--- src/rtl/cpu_mem_arbiter.sv ---
// Arbitrates the CPU core and DMA engine onto the shared single-port memory,
// sequencing each word access over MEM_LAT wait states and flagging bad addresses.
module cpu_mem_arbiter #(
   parameter int ADDR_W    = 32,
   parameter int DATA_W    = 32,
   parameter int MEM_LAT   = 2,
   parameter int MEM_BYTES = 4096,
   parameter int ARB_MODE  = 0
) (
   input  logic              clk,
   input  logic              rst_n,
   input  logic              cpu_req,
   input  logic              cpu_we,
   input  logic [ADDR_W-1:0] cpu_addr,
   input  logic [DATA_W-1:0] cpu_wdata,
   output logic              cpu_gnt,
   output logic              cpu_rdy,
   input  logic              dma_req,
   input  logic              dma_we,
   input  logic [ADDR_W-1:0] dma_addr,
   input  logic [DATA_W-1:0] dma_wdata,
   output logic              dma_gnt,
   output logic              dma_rdy,
   output logic [DATA_W-1:0] rdata,
   output logic              acc_err,
   output logic              mem_cs,
   output logic              mem_we,
   output logic [ADDR_W-1:0] mem_addr,
   output logic [DATA_W-1:0] mem_wdata,
   input  logic [DATA_W-1:0] mem_rdata
);
   typedef enum logic [2:0] {IDLE, GRANT_ACC, ACCESS, FAULT, DONE} state_t;

   localparam logic [3:0] LAT_M1 = 4'(MEM_LAT - 1);

   state_t              state, state_nxt;
   logic [3:0]          cnt;
   logic                lat_we, lat_dma, last_dma;
   logic [ADDR_W-1:0]   lat_addr;
   logic [DATA_W-1:0]   lat_wdata;

   logic                any_req, pick_dma, win_we, win_fault, gnt_pulse;
   logic [ADDR_W-1:0]   win_addr;
   logic [DATA_W-1:0]   win_wdata;

   // On a tie, round-robin favours whoever was not granted last; fixed mode favours the CPU.
   always_comb begin
      any_req   = cpu_req | dma_req;
      pick_dma  = (cpu_req && dma_req) ? ((ARB_MODE == 0) && !last_dma) : dma_req;
      win_we    = pick_dma ? dma_we    : cpu_we;
      win_addr  = pick_dma ? dma_addr  : cpu_addr;
      win_wdata = pick_dma ? dma_wdata : cpu_wdata;
      win_fault = (win_addr >= ADDR_W'(MEM_BYTES)) || (win_addr[1:0] != 2'b00);
   end

   always_comb begin
      state_nxt = state;
      case (state)
         IDLE:    if (any_req) state_nxt = win_fault ? FAULT : ACCESS;
         ACCESS:  if (cnt == 4'd0) state_nxt = DONE;
         FAULT:   state_nxt = DONE;
         DONE:    state_nxt = IDLE;
         default: state_nxt = IDLE;
      endcase
   end

   // Grant coincides with the first memory cycle (counter still at its load value).
   assign gnt_pulse = ((state == ACCESS) && (cnt == LAT_M1)) || (state == FAULT);
   assign cpu_gnt   = gnt_pulse & ~lat_dma;
   assign dma_gnt   = gnt_pulse &  lat_dma;
   assign cpu_rdy   = (state == DONE) & ~lat_dma;
   assign dma_rdy   = (state == DONE) &  lat_dma;
   assign mem_cs    = (state == ACCESS);
   assign mem_we    = mem_cs & lat_we;
   assign mem_addr  = mem_cs ? lat_addr  : '0;
   assign mem_wdata = mem_cs ? lat_wdata : '0;

   always_ff @(posedge clk) begin
      if (!rst_n) begin
         state     <= IDLE;
         cnt       <= '0;
         lat_we    <= 1'b0;
         lat_dma   <= 1'b0;
         lat_addr  <= '0;
         lat_wdata <= '0;
         last_dma  <= 1'b1;
         rdata     <= '0;
         acc_err   <= 1'b0;
      end else begin
         state <= state_nxt;
         case (state)
            IDLE: if (any_req) begin
               lat_we    <= win_we;
               lat_addr  <= win_addr;
               lat_wdata <= win_wdata;
               lat_dma   <= pick_dma;
               last_dma  <= pick_dma;
               cnt       <= LAT_M1;
            end
            ACCESS: if (cnt == 4'd0) begin
               if (!lat_we) rdata <= mem_rdata;
               acc_err <= 1'b0;
            end else begin
               cnt <= cnt - 4'd1;
            end
            FAULT: begin
               rdata   <= '0;
               acc_err <= 1'b1;
            end
            default: ;
         endcase
      end
   end
endmodule

--- config.mk ---
export PLATFORM = sky130hd
export DESIGN_NAME = cpu_mem_arbiter
export DESIGN_NICKNAME = d
export VERILOG_FILES = /design/src/rtl/cpu_mem_arbiter.sv
export SDC_FILE = /design/constraint.sdc
export NUM_CORES = 1
export LEC_CHECK = 0
export BUFFER_PORTS_ARGS = -buffer_cell sky130_fd_sc_hd__buf_2
export CAP_MARGIN = 15
export CORE_MARGIN = 5
export CORE_UTILIZATION = 46
export DETAILED_ROUTE_END_ITERATION = 8
export PLACE_DENSITY = 0.81
export SYNTH_ARGS = -nofsm -noshare
export SYNTH_HDL_FRONTEND = slang
export SYNTH_SLANG_ARGS = --single-unit
--- constraint.sdc ---
create_clock -name clk -period 2.2 [get_ports clk]
set_clock_uncertainty 0.1 [all_clocks]
set_input_delay 0.44 -clock clk [delete_from_list [all_inputs] [get_ports clk]]
set_output_delay 0.44 -clock clk [all_outputs]
set_load 0.05 [all_outputs]
==> metrics.md <==
| Metric | Value |
|---|---|
| Pin count of the biggest net entering global routing | `107` |
| TritonCTS Buffers | `9` |
| # rows | `39` |
| Horizontal die dimension | `117 um` |
| Highest clock rate | `464 MHz` |
| Via count of the first global-routing pass | `4,637` |
| Dominant cells by area after synthesis | `sky130_fd_sc_hd__dfxtp_1, sky130_fd_sc_hd__o211a_1, sky130_fd_sc_hd__mux2i_1, sky130_fd_sc_hd__and2_1, sky130_fd_sc_hd__nand2_1` |
| Total number of yosys warnings | `0` |
| Clock sinks | `107` |
| Number of hold violations in the final report | `0` |
| Via density per instance | `5.10` |
| Cell area after layout | `7390 um^2` |
| CP max FO | `20` |
| Actual slew at the worst max-slew pin | `599 ps` |
| Flops & latches, synth | `107` |
| Leading cell types by count after synthesis | `sky130_fd_sc_hd__dfxtp_1, sky130_fd_sc_hd__nand2_1, sky130_fd_sc_hd__o211a_1` |
| Final WL | `14,700 um` |
| Placement Cell Area | `6740 um^2` |
| Synth area leader | `sky130_fd_sc_hd__dfxtp_1` |
| Die boundary height | `117 um` |
| Final Slew Violations | `0` |
| Kind of end point of the critical path | `output pin` |
| Critical path launch point type | `register` |
| Diodes inserted | `0` |
| Total setup violations reported at the end of the flow | `0` |
| Buffers added on ports | `268` |
| Leakage power | `4.02 nW` |
| Endpoint arrival time on the critical path | `1610 ps` |
| Placeable core area | `11,300 um^2` |
| Number of synthesized flops with an enable pin | `0` |
| Average size of a mapped cell | `9.06 um^2` |
| Setup Crit Path Kind | `reg -> out` |
| Worst slew margin relative to its limit | `0.597` |
| DRC viols | `0` |
| Post-synth ARST share | `0` |
| Hold-fix buffers at CTS | `0` |
| Fraction of final layout cells with drive strength greater than 1 | `0.385` |
| Effective utilization at floorplan | `0.465` |
| Max H-tree Level | `3` |
| Synth top area share | `0.407` |
| Path type of the worst min-delay path | `in -> reg` |
| Boundary Pins | `269` |
| Peak VDD IR | `0.588 mV` |
| ANT nets after route | `0` |
| Growth of design area from synthesis to finish | `40.4%` |
| Req. time, crit path | `1660 ps` |
| Cell Area, Synth | `5260 um^2` |
| Worst-case hold slack | `245 ps` |
| Outcome | `completed` |
| Final layout net count | `1,000` |
| Routability congestion estimate from global placement | `0.910` |
| Fillcell total | `988` |
| Proportion of synthesized chip area in sequential cells | `0.407` |
| Die Footprint | `13,700 um^2` |
| Number of antenna violations at the first check in global routing | `0` |
| Iter 0 DRT Violations | `270` |
| Final core area utilization | `0.653` |
| Count of vias placed by the detailed router | `4,975` |
| Distinct cell type count of the synthesized netlist | `37` |
| Later-pin clock latency in the skew report | `320 ps` |
| Worst-path clk slew | `70 ps` |
| CTS root buffer | `sky130_fd_sc_hd__clkbuf_16` |
| Iteration count of the initial detailed-routing pass | `5` |
| Pwr Density | `818 nW/um^2` |
| Minimum clock period after layout | `2150 ps` |
| Total negative setup slack | `0 ps` |
| Max cap viols | `0` |
| Power consumption | `6.05 mW` |
| Total global-route track usage | `0.193` |
| Total nets after synthesis | `750` |
| Primary flip-flop cell chosen by synthesis mapping | `sky130_fd_sc_hd__dfxtp_1` |
| Post-synthesis cell count | `581` |
| Period utilization | `0.979` |
| Dpl hpwl | `10,400 um` |
| Total gr overflow | `0` |
| Per-cell routed wire length | `15.1 um` |
| Number of buffers on the longest clock path | `2` |
| Library cell with the highest instance count after synthesis | `sky130_fd_sc_hd__dfxtp_1` |
| Global-route wire length before repair | `21,600 um` |
| Setup repair after global routing missed its margin | `true` |
| TritonCTS clock tree | `built` |
-- repair_timing --
item / in CTS / in global routing
pin swaps: 1 / 1
endpoints found under the setup margin: 64 / 67
cloned: 1 / 1
gates resized for setup: 32 / 107
setup buffers: 2 / 4
-- placed cells by master (no fill, tap or decap), types with 5 or more instances in the layout --
| master | netlist | final |
|---|---|---|
| sky130_fd_sc_hd__nand3_1 | 35 | 35 |
| sky130_fd_sc_hd__buf_6 | 5 | 21 |
| sky130_fd_sc_hd__o211a_1 | 67 | 67 |
| sky130_fd_sc_hd__buf_2 | 11 | 200 |
| sky130_fd_sc_hd__nor4_1 | 10 | 10 |
| sky130_fd_sc_hd__inv_1 | 5 | 5 |
| sky130_fd_sc_hd__nor2_1 | 5 | 5 |
| sky130_fd_sc_hd__buf_12 | 0 | 7 |
| sky130_fd_sc_hd__o21ai_1 | 9 | 10 |
| sky130_fd_sc_hd__dfxtp_1 | 107 | 104 |
| sky130_fd_sc_hd__and2_4 | 0 | 6 |
| sky130_fd_sc_hd__o21ai_0 | 27 | 26 |
| sky130_fd_sc_hd__mux2i_1 | 65 | 65 |
| sky130_fd_sc_hd__clkbuf_16 | 0 | 10 |
| sky130_fd_sc_hd__and2_1 | 65 | 59 |
| sky130_fd_sc_hd__nand2_1 | 101 | 101 |
| sky130_fd_sc_hd__buf_4 | 10 | 57 |
-- kinds of logic after synthesis --
family,after synthesis,share of synthesized area
adder cells (fa/ha/maj),3,0.00713
multiplexers,65,0.124
buffers and inverters,57,0.0578
AND/OR/NAND/NOR,232,0.223
AO/OA/AOI/OAI,115,0.178
flip-flops,107,0.407
XOR/XNOR,2,0.00333
-- power by group --
group | internal [mW] | switching, mW
registers | 2.24 | 0.156
logic | 0.826 | 1.29
clock network | 0.868 | 0.667
total | 3.94 | 2.11
-- stage by stage --
step	worst slack (ps)	std cells
CTS	1.77	971
global placement	291	955
floorplan	-456	581
global route	-38.7	976
finish	46.5	976
detailed placement	230	955
-- critical path, stage by stage (launching register included) --
cell and delay (ps):
sky130_fd_sc_hd__dfxtp_4 370, sky130_fd_sc_hd__nor3b_4 230, sky130_fd_sc_hd__buf_4 180, sky130_fd_sc_hd__clkbuf_16 180, sky130_fd_sc_hd__and2_1 140, sky130_fd_sc_hd__buf_4 190
-- path summary, 6_finish.rpt --
path	from	endpoint	slack, ps	cells past startpoint
hold / removal	mem_rdata[7]	rdata[7]	240	3
setup reg to reg	state[1]	lat_wdata[2]	420	6
setup / recovery	state[2]	mem_addr[6]	50	5
hold reg to reg	rdata[31]	rdata[31]	360	2
-- flip-flops by register name, summed over array words and instances (netlist names) --
name and flops:
acc_err 1, cnt 4, last_dma 1, lat_addr 32, lat_dma 1, lat_wdata 32
lat_we 1, rdata 32, state 3
-- area by class of cell --
class,count,area (um^2),share of cell area
Timing Repair Buffer,291,1900,0.257
Tap cell,143,179,0.0242
Clock inverter,4,53.8,0.00728
Inverter,5,18.8,0.00254
Multi-Input combinational cell,417,2870,0.388
Clock buffer,9,225,0.0305
Sequential cell,107,2150,0.291
-- per-layer routing --
| metal | global-route usage | vias to the layer above | part of all wire |
|---|---|---|---|
| met5 | 0 | - | 0 |
| met4 | 0.0711 | 0 | 0.022 |
| met3 | 0.0344 | 20 | 0.078 |
| met2 | 0.322 | 176 | 0.49 |
| met1 | 0.250 | 2256 | 0.41 |
| li1 | - | 2523 | - |
(Power assumes the default switching activity.)
